<file path="config.mk">
export PLATFORM = sky130hd
export DESIGN_NAME = demux_8ch_scheduler
export DESIGN_NICKNAME = d
export VERILOG_FILES = /design/src/rtl/demux_8ch_scheduler.sv
export SDC_FILE = /design/constraint.sdc
export NUM_CORES = 1
export LEC_CHECK = 0
export ABC_CLOCK_PERIOD_IN_PS = 10800
export CAP_MARGIN = 20
export CORE_MARGIN = 3
export CORE_UTILIZATION = 45
export DETAILED_ROUTE_END_ITERATION = 6
export PLACE_DENSITY = 0.79
export RECOVER_POWER = 100
export SYNTH_ARGS = -nofsm -noshare
export SYNTH_HDL_FRONTEND = slang
export SYNTH_SLANG_ARGS = --single-unit
</file>
<file path="constraint.sdc">
create_clock -name clk -period 10.8 [get_ports clk]
set_input_delay 1.08 -clock clk [delete_from_list [all_inputs] [get_ports clk]]
set_output_delay 1.08 -clock clk [all_outputs]
set_load 0.02 [all_outputs]
</file>
<file path="src/rtl/demux_8ch_scheduler.sv">
// demux_8ch_scheduler
// Single-beat buffered 1-to-8 demultiplexer. Each accepted source beat is held
// in one output buffer and presented to exactly one channel, chosen either by
// a bursting round-robin pointer over the enabled channels (mode = 0) or by
// in_sel (mode = 1). Addressed beats aimed at a disabled channel are swallowed
// and counted as drops.
//
// Ports
//   clk, rst              clock, asynchronous active-high reset
//   mode                  0 = round-robin, 1 = addressed
//   in_sel                destination channel in addressed mode
//   in_valid/in_data      source beat
//   in_ready              combinational accept indication
//   chan_en               per-channel enable mask
//   out_valid             one-hot valid of the held beat (all zero when empty)
//   out_data              shared data bus (held beat)
//   out_ready             per-channel sink ready
//   cur_chan              channel of the held beat
//   drop_pulse            one-cycle flag following a dropped beat
//   drop_cnt              saturating dropped-beat count
module demux_8ch_scheduler #(
    parameter int unsigned DW    = 8,
    parameter int unsigned BURST = 1
) (
    input  logic          clk,
    input  logic          rst,
    input  logic          mode,
    input  logic [2:0]    in_sel,
    input  logic          in_valid,
    input  logic [DW-1:0] in_data,
    output logic          in_ready,
    input  logic [7:0]    chan_en,
    output logic [7:0]    out_valid,
    output logic [DW-1:0] out_data,
    input  logic [7:0]    out_ready,
    output logic [2:0]    cur_chan,
    output logic          drop_pulse,
    output logic [7:0]    drop_cnt
);

    localparam int unsigned CW  = 3;
    localparam int unsigned BCW = 5;

    typedef enum logic {
        EMPTY = 1'b0,
        FULL  = 1'b1
    } state_t;

    state_t          state;
    logic [DW-1:0]   buf_data;
    logic [CW-1:0]   buf_chan;
    logic [CW-1:0]   ptr;
    logic [BCW-1:0]  beat_cnt;

    logic            drain;
    logic            accept;
    logic            drop;
    logic            load;
    logic            stay;
    logic            found;
    logic [CW-1:0]   rr_next;
    logic [CW-1:0]   rr_target;
    logic [CW-1:0]   load_chan;

    assign out_data = buf_data;
    assign cur_chan = buf_chan;

    // Handshake and target selection
    always_comb begin
        drain     = 1'b0;
        in_ready  = 1'b0;
        accept    = 1'b0;
        drop      = 1'b0;
        load      = 1'b0;
        stay      = 1'b0;
        found     = 1'b0;
        rr_next   = ptr;
        rr_target = ptr;
        load_chan = ptr;

        drain    = (state == FULL) && out_ready[buf_chan];
        in_ready = ((state == EMPTY) || drain) && (mode || (chan_en != 8'h00));
        accept   = in_valid && in_ready;

        // Keep bursting on ptr while it is enabled and the burst is not used up
        stay = chan_en[ptr] && (beat_cnt < BCW'(BURST));

        // First enabled channel after ptr; the eighth step wraps back to ptr itself
        for (int i = 1; i <= 8; i++) begin
            if (!found && chan_en[ptr + CW'(i)]) begin
                rr_next = ptr + CW'(i);
                found   = 1'b1;
            end
        end
        rr_target = stay ? ptr : rr_next;

        drop      = accept && mode && !chan_en[in_sel];
        load      = accept && !drop;
        load_chan = mode ? in_sel : rr_target;
    end

    // Buffer state, round-robin bookkeeping and drop accounting
    always_ff @(posedge clk or posedge rst) begin
        if (rst) begin
            state      <= EMPTY;
            buf_data   <= '0;
            buf_chan   <= '0;
            out_valid  <= 8'h00;
            ptr        <= '0;
            beat_cnt   <= '0;
            drop_pulse <= 1'b0;
            drop_cnt   <= 8'h00;
        end else begin
            drop_pulse <= drop;
            if (drop && (drop_cnt != 8'hFF)) begin
                drop_cnt <= drop_cnt + 8'd1;
            end

            if (load) begin
                state     <= FULL;
                buf_data  <= in_data;
                buf_chan  <= load_chan;
                out_valid <= 8'h01 << load_chan;
                if (!mode) begin
                    ptr      <= rr_target;
                    beat_cnt <= stay ? (beat_cnt + BCW'(1)) : BCW'(1);
                end
            end else if (drain) begin
                // Plain drain, or drain alongside a dropped beat
                state     <= EMPTY;
                out_valid <= 8'h00;
            end
        end
    end

endmodule

</file>
==> metrics, run 1 <==
Root Buffer=clkbuf_8; share of layout cells above drive strength 1=8.202%; IO Port Bufs=59; final worst slack=5.867 ns; pins over their slew limit=38; ant diodes=0; Final Hold Violating Endpoints=0; final number of setup-violating endpoints=0; min-delay src=out_data[6]; sequential power share=25.8%; outcome=complete, but fails checks; CTS tree=yes; WP data required=10.96 ns; CTS sink count=37; total die area=6945 sq um; Placed Instance Area=3292 sq um; top cell type's share of synthesized area=34.40%; Syn. warnings=0; first-pass GRT wire length=10810 um; post-layout minimum cycle time=4.933 ns; vias=2277; Seq/Total Area, Yosys=34.40%; Worst Setup End Kind=flip-flop; Comb power frac=64.4%; Synth-to-Final Area Change=24.27%; syn nets=300; post-route cell area=3344 sq um; Core Region=5642 sq um; TritonRoute pass-1 iters=5; clk_skew=0.005653 ns; Reg2Reg Launch Point=ptr[0]; leakage power=1.499 nW; Post-synth EDFFs=0; vias in the first global route=2301; nets=351; DRT antenna net count=0; Worst Setup SP=ptr[0]; RSZ-0062 raised after global routing=no; Ports=60; Synth top cells by count=47 x nand2_1, 37 x dfrtp_1, 16 x mux2i_1; Resized cells post-CTS=0; Pwr Density=298.8 nW/um^2; maximum capacitance violations=1; maximum clock frequency=202.7 MHz; critical path type=reg -> reg; drt via density=5.853; maximum clock path buffer count=2; DRC=0; Distinct cells, synth=58; Total Routing Usage GR=18.57%; cell internal pwr=536.9 uW; dpl ws=6.272 ns; Worst Path Max Fanout=14; net switching power=462.5 uW; Hold Buf Count CTS=0; Arr. time, crit path=5.09 ns; commonest register cell after synthesis=dfrtp_1; DIE HEIGHT=83.34 um; Starting Density=47.70%; DRT iter0 DRCs=132; failing checks=capacitance limit, slew limit; final worst path period share=45.68%; TNS Setup=0 ns; drt total wl=6392 um; largest net degree at the start of global routing=38; htree depth=2; Sw Ratio=46.27%; Skew-Pair Late Insertion Delay=0.29 ns; VDD IR max=0.1720 mV; Synth Register Bits=37; clock power share=9.8%; Worst Setup Start Kind=flip-flop; FP Rows=27; Die Wd=83.34 um; Gate Count Post-Synth=265; post-synth top area cell=dfrtp_1; Fillers=457; post-DP HPWL=4627 um; count leader, synth=nand2_1; Avg Cell Area, Syn=10.16 sq um; Min-Delay Path Class=reg -> reg; actual slew at the worst max-slew pin=1.949 ns; synth top area cells=dfrtp_1 34%, mux4_2 10%, nand2_1 6.6%; Post-Syn Area=2691 sq um; Num CTS Buffers=5; Wirelength per Cell=16.43 um; initial antenna violation count=0; asr flop ratio synth=100.0%; Worst-path clk slew=0.08 ns; gr ovfl total=0; routability congestion estimate=0.8785; postcts setup bufs=0; Slew headroom=-29.91%
## power groups by stage
stage | clock (mW) | combinational [mW] | sequential [mW]
floorplan | 0 | 0.462 | 0.285
global placement | 0 | 0.663 | 0.260
detailed placement | 0 | 0.670 | 0.261
CTS | 0.102 | 0.675 | 0.259
global route | 0.108 | 0.706 | 0.268
finish | 0.0980 | 0.644 | 0.257
## cells in the final DEF, fill, tap and decap left out, types with 3 or more instances in the layout
master and instances:
a21oi_1 7, a41o_1 3, and2_1 4, clkbuf_8 5, clkdlybuf4s50_1 27, dfrtp_1 37
dlygate4sd3_1 32, ha_1 4, inv_1 9, mux2_2 5, mux2i_1 16, mux4_1 4
mux4_2 12, nand2_1 47, nand2b_1 5, nand3_1 4, nor2_1 14, nor2b_1 3
o211a_1 3, o21ai_0 10, o31ai_1 4, or2_0 3, or3_1 4, xnor2_1 8
xor2_1 4
## cell families after synthesis
group | synth area share (%)
AND/OR/NAND/NOR | 16.60
AO/OA/AOI/OAI | 15.76
multiplexers | 22.97
flip-flops | 34.40
buffers and inverters | 4.509
XOR/XNOR | 3.905
adder cells (fa/ha/maj) | 1.860
## worst paths after layout
path	cells after the start	slack (ns)	end
setup / recovery	10	5.87	out_valid[4]
hold / removal	2	0.47	out_data[6]
setup reg to reg	10	5.87	out_valid[4]
hold reg to reg	2	0.47	out_data[6]
max in group asynchronous	3	7.76	cur_chan[0]
min in group asynchronous	3	1.93	drop_pulse
## cell type report
class / count / area [sq um] / share of cell area (%)
clock inverter: 3 / 21.27 / 0.6360
sequential: 37 / 925.9 / 27.68
multi-input combinational: 203 / 1610 / 48.15
inverter: 9 / 33.78 / 1.010
tap: 72 / 90.09 / 2.694
timing repair buffer: 60 / 594.3 / 17.77
clock buffer: 5 / 68.82 / 2.058
## sequential cells by signal, summed over array words and instances (netlist names)
name,count
beat_cnt,5
cur_chan,3
drop_cnt,8
drop_pulse,1
out_data,8
out_valid,8
ptr,3
state,1
## worst max-delay path: stages, from the launching register on
cell,delay [ns]
dfrtp_1,0.78
inv_1,0.27
ha_1,0.66
mux4_2,0.62
mux2_1,0.36
or2_0,0.25
or2_0,0.33
o31ai_1,0.53
mux2i_1,0.37
o21ai_0,0.23
o41ai_1,0.41
## metrics by stage
| step | hold slack (ns) | instances | power [mW] | utilization (%) |
|---|---|---|---|---|
| global route | 0.5008 | 389 | 1.082 | 59.28 |
| global placement | 0.4568 | 381 | 0.9231 | 58.35 |
| floorplan | 0.4590 | 265 | 0.7471 | - |
| CTS | 0.4806 | 389 | 1.036 | 59.95 |
| finish | 0.4744 | 389 | 0.9994 | 59.28 |
| detailed placement | 0.4631 | 381 | 0.9305 | 58.35 |
## routing by layer
| metal | wire length [um] | part of all wire (%) | GRT usage (%) | vias up |
|---|---|---|---|---|
| li1 | - | - | - | 1084 |
| met1 | 2717 | 43 | 23.67 | 1092 |
| met2 | 3042 | 48 | 30.54 | 91 |
| met3 | 526 | 8.2 | 5.456 | 10 |
| met4 | 106 | 1.7 | 5.498 | 0 |
| met5 | 0 | 0 | 0 | - |
(Power assumes the default switching activity.)
==> run 2, diff against run 1 <==
--- a/config.mk
+++ b/config.mk
@@ -5,7 +5,7 @@
 export SDC_FILE = /design/constraint.sdc
 export NUM_CORES = 1
 export LEC_CHECK = 0
-export ABC_CLOCK_PERIOD_IN_PS = 10800
+export ABC_CLOCK_PERIOD_IN_PS = 4800
 export CAP_MARGIN = 20
 export CORE_MARGIN = 3
 export CORE_UTILIZATION = 45
==> constraint.sdc (replaced) <==
create_clock -name clk -period 4.8 [get_ports clk]
set_input_delay 0.48 -clock clk [delete_from_list [all_inputs] [get_ports clk]]
set_output_delay 0.48 -clock clk [all_outputs]
set_load 0.02 [all_outputs]
==> run 2 against run 1 <==
  * The flow still finishes with violations (capacitance limit, slew limit)
  * Worst setup slack worse by 5.4 ns
  * Routed wire length rose by 0.13%
  * Clock power rose to 2.7 times the previous value
  * Maximum frequency up 14%
  * Critical path type unchanged
  * Largest cell class unchanged
  * Combinational power up 130%
  * First-iteration DRC count increased by 25%
  * Critical path depth unchanged
  * Register-to-register slack got worse by 5.4 ns
  * Via count shrank 1.5%
  * Sequential share of layout area down 0.49 points
  * Flip-flop and latch count unchanged
  * Utilization up 1.1 points
  * Critical endpoint unchanged
==> metrics, run 2 (synthesis gave the netlist of run 1 again) <==
RSZ-0062 raised after global routing=no; routability congestion estimate=0.8844; most frequent cells in the layout=47 x nand2_1, 37 x dfrtp_1, 32 x dlygate4sd3_1, 27 x clkdlybuf4s50_1, 16 x mux2i_1; final hold slack=0.4705 ns; maximum clock frequency=231.1 MHz; DRT iter0 DRCs=165; failing checks=capacitance limit, slew limit; Worst-path clk slew=0.08 ns; CTS sink count=37; Wirelength per Cell=16.33 um; Resized cells post-CTS=0; post-DP HPWL=4767 um; Final Hold Violating Endpoints=0; Root Buffer=clkbuf_8; vias=2243; Worst Path Buf+Inv=1; DIE HEIGHT=83.34 um; gr ovfl total=0; drt total wl=6400 um; Skew-Pair Late Insertion Delay=0.29 ns; commonest non-fill, non-tap cell in the layout=nand2_1; Min-Delay Path Class=reg -> reg; Starting Density=47.70%; TNS Setup=0 ns; first-pass GRT wire length=10940 um; Cell Chain, Critical Path=inv_1, ha_1, mux4_2, mux2_1, or2_0, or2_4, o31ai_4, mux2i_1, o21ai_1, o41ai_2; crit-path max cell delay=0.64 ns; WP data required=4.98 ns; Arr. time, crit path=4.51 ns; final number of setup-violating endpoints=0; FP Rows=27; actual slew at the worst max-slew pin=1.984 ns; clk_skew=0.006092 ns; Num CTS Buffers=5; CP delay by family, top=multiplexers; Worst Path Max Fanout=12; post-layout minimum cycle time=4.326 ns; Final Power=2.319 mW; final worst path period share=90.13%; TritonRoute pass-1 iters=4; maximum clock path buffer count=2; # placed instances=384; CP max-delay cell=ha_1; IO Port Bufs=59; Slew headroom=-32.28%; nets=354; pins over their slew limit=38; VDD IR max=0.4159 mV; Worst Setup Start Kind=flip-flop; DRC=0; critical path type=reg -> reg; Core Region=5642 sq um; outcome=complete, but fails checks; Hold Buf Count CTS=0; initial antenna violation count=0; CTS tree=yes; total die area=6945 sq um; final core occ=60.35%; largest net degree at the start of global routing=38; leakage power=1.527 nW; drt via density=5.722; maximum capacitance violations=1; DRT antenna net count=0; non-filler cells, final=392; Pwr Density=681.3 nW/um^2; ant diodes=0; Ports=60; Die Wd=83.34 um; Synth-to-Final Area Change=26.50%; Worst Setup End Kind=flip-flop; share of layout cells above drive strength 1=9.063%; htree depth=2; Total Routing Usage GR=18.84%; postcts setup bufs=0; vias in the first global route=2258
==> run 2: cell types whose count changed in the layout (fill, tap and decap cells not counted), sizes merged <==
cell,change
buf,+1
bufinv,+1
inv,-1
clkinvlp,-1
clkbuf,+3
==> run 2: report_power, final <==
part           leakage (nW)  switching, mW  internal [mW]
registers             0.473          0.126          0.432
clock network        0.0554          0.111          0.156
logic                 0.999          0.807          0.688
==> run 2: layer usage <==
layer	wire length [um]	track usage (%)	part of all wire, %	vias up
met5	0	0	0	-
met4	76	4.606	1.2	0
met3	312	4.563	4.9	9
met2	3157	30.83	49	54
met1	2854	25.17	45	1088
li1	-	-	-	1092
==> run 2: final timing paths <==
kind / startpoint / endpoint / depth (start not counted) / slack [ns]
max reg2reg: ptr[1] / out_valid[4] / 10 / 0.47
max: ptr[1] / out_valid[4] / 10 / 0.47
min reg2reg: out_data[4] / out_data[4] / 2 / 0.47
min: out_data[4] / out_data[4] / 2 / 0.47
max in group asynchronous: rst / out_valid[7] / 3 / 2.31
min in group asynchronous: rst / out_data[1] / 3 / 1.34
==> run 2: layout make-up <==
cell class	instances	area, sq um
Inverter	9	33.78
Fill cell	447	2237
Sequential cell	37	925.9
Multi-Input combinational cell	203	1634
Tap cell	72	90.09
Clock inverter	2	38.79
Clock buffer	6	72.57
Timing Repair Buffer	63	609.3
==> run 2: worst min-delay path: stages (launching register included) <==
cell     delay [ns]
dfrtp_1        0.34
nand2_1        0.05
nand2_1        0.05
==> run 2: stage by stage <==
step | worst slack [ns] | area (sq um)
2_1_floorplan | 1.251 | 2691
3_3_place_gp | 0.7011 | 3314
3_5_place_dp | 0.5707 | 3314
4_1_cts | 0.5642 | 3426
5_1_grt | 0.1110 | 3405
6_report | 0.4738 | 3405
==> run 3, diff against run 2 <==
--- a/config.mk
+++ b/config.mk
@@ -7,11 +7,11 @@
 export LEC_CHECK = 0
 export ABC_CLOCK_PERIOD_IN_PS = 4800
 export CAP_MARGIN = 20
-export CORE_MARGIN = 3
 export CORE_UTILIZATION = 45
 export DETAILED_ROUTE_END_ITERATION = 6
 export PLACE_DENSITY = 0.79
 export RECOVER_POWER = 100
+export SETUP_SLACK_MARGIN = 0.5
 export SYNTH_ARGS = -nofsm -noshare
 export SYNTH_HDL_FRONTEND = slang
 export SYNTH_SLANG_ARGS = --single-unit
==> run 3 against run 2 <==
  * The flow still finishes with violations (capacitance limit, slew limit)
  * Design area decreased by 0.59%
  * Clock power fell by 22%
  * Utilization shrank 0.35 points
  * Maximum frequency grew 2.0%
  * Combinational power about the same
  * Critical endpoint unchanged
==> metrics, run 3 (synthesis gave the netlist of run 1 again) <==
IO Port Bufs=59; initial antenna violation count=0; Skew-Pair Late Insertion Delay=0.29 ns; Min-Delay Path Class=reg -> reg; leakage power=1.522 nW; final core occ=59.99%; actual slew at the worst max-slew pin=1.940 ns; Pwr Density=673.4 nW/um^2; first-pass GRT wire length=10450 um; Total Routing Usage GR=21.59%; Worst-path clk slew=0.07 ns; vias in the first global route=2189; VDD IR max=0.3474 mV; Starting Density=47.70%; Cell Chain, Critical Path=buf_4, inv_1, ha_1, mux4_2, mux2_1, or2_4, or2_0, o31ai_4, mux2i_1, o21ai_1, o41ai_2; maximum clock path buffer count=2; Slew headroom=-29.35%; Worst Setup Start Kind=flip-flop; Worst Path Max Fanout=14; CTS tree=yes; Root Buffer=clkbuf_8; Hold Buf Count CTS=0; DRC=0; pins over their slew limit=38; Num CTS Buffers=5; post-DP HPWL=4793 um; DRT antenna net count=0; register area=927.1 sq um; outcome=complete, but fails checks; htree depth=2; routability congestion estimate=0.7898; final worst path period share=88.35%; Hold Path Stages=2; RSZ-0062 raised after global routing=no; nets=354; Arr. time, crit path=4.43 ns; TritonRoute pass-1 iters=4; ant diodes=0; Worst Reg-to-Reg Cells=11; failing checks=capacitance limit, slew limit; crit-path max cell delay=0.62 ns; maximum clock frequency=235.8 MHz; CTS sink count=37; clk_skew=0.004568 ns; critical path type=reg -> reg; CP max-delay cell=ha_1; most frequent cells in the layout=47 x nand2_1, 36 x dfrtp_1, 31 x dlygate4sd3_1, 28 x clkdlybuf4s50_1, 16 x mux2i_1; Multi-input gate area=1642 sq um; Wirelength per Cell=16.44 um; gr ovfl total=0; WP data required=4.99 ns; maximum capacitance violations=1; commonest non-fill, non-tap cell in the layout=nand2_1; drt total wl=6443 um; Die Wd=79.34 um; Synth-to-Final Area Change=25.76%; Final Hold Violating Endpoints=0; Core Region=5642 sq um; share of layout cells above drive strength 1=10.00%; post-layout minimum cycle time=4.241 ns; Worst Setup End Kind=flip-flop; Ports=60; FP Rows=27; DIE HEIGHT=79.34 um; total die area=6294 sq um; TNS Setup=0 ns; largest net degree at the start of global routing=38; Fillers=464; DRT iter0 DRCs=141; final number of setup-violating endpoints=0; drt via density=5.855; vias=2295
[run 3: worst paths after layout]
kind                             start      endpoint  slack [ns]
max                             ptr[0]  out_valid[4]        0.56
min                        out_data[1]   out_data[1]        0.47
max reg2reg                     ptr[0]  out_valid[4]        0.56
min reg2reg                out_data[1]   out_data[1]        0.47
max in group asynchronous          rst        ptr[1]        2.22
min in group asynchronous          rst   out_data[1]        1.32
[run 3: worst max-delay path, delay by kind of cell (launching register included)]
family	cells	cell delay (ns)
buf+inv	2	0.41
flops	1	0.32
fa+ha+maj	1	0.62
mux	3	1.37
simple gates	2	0.59
compound gates	3	0.83
[run 3: area by class of cell]
| cell class | count | share of cell area (%) |
|---|---|---|
| Timing Repair Buffer | 63 | 18.00 |
| Clock inverter | 2 | 0.2957 |
| Clock buffer | 6 | 2.144 |
| Multi-Input combinational cell | 203 | 48.50 |
| Tap cell | 72 | 2.662 |
| Inverter | 9 | 0.9982 |
| Sequential cell | 37 | 27.39 |
[run 3: per-stage QoR]
stage	worst slack, ns	total power, mW	hold slack, ns	cell area, sq um	cells
CTS	0.5908	2.338	0.4790	3397	392
global route	0.3097	2.453	0.5039	3385	392
floorplan	1.251	1.681	0.4590	2691	265
detailed placement	0.6264	2.116	0.4609	3314	384
finish	0.5590	2.279	0.4683	3385	392
global placement	0.7105	2.086	0.4577	3314	384
[run 3: timing repair]
action | 4_1_cts | 5_1_grt
resized for setup | 0 | 2
setup buffers | 0 | 0
setup endpoints to repair | 0 | 10
[run 3: where the power goes]
part,switching [mW],internal (mW),total [mW],leakage [nW]
clock network,0.109,0.101,0.209,0.0450
logic,0.819,0.693,1.51,1.01
registers,0.125,0.432,0.557,0.472
[run 3: metal layers]
layer	share of wire (%)	vias up	GRT usage, %
met1	42	1121	28.04
met2	51	70	34.31
met4	1.0	0	8.545
met5	0	-	0
li1	-	1097	-
met3	5.9	7	5.632
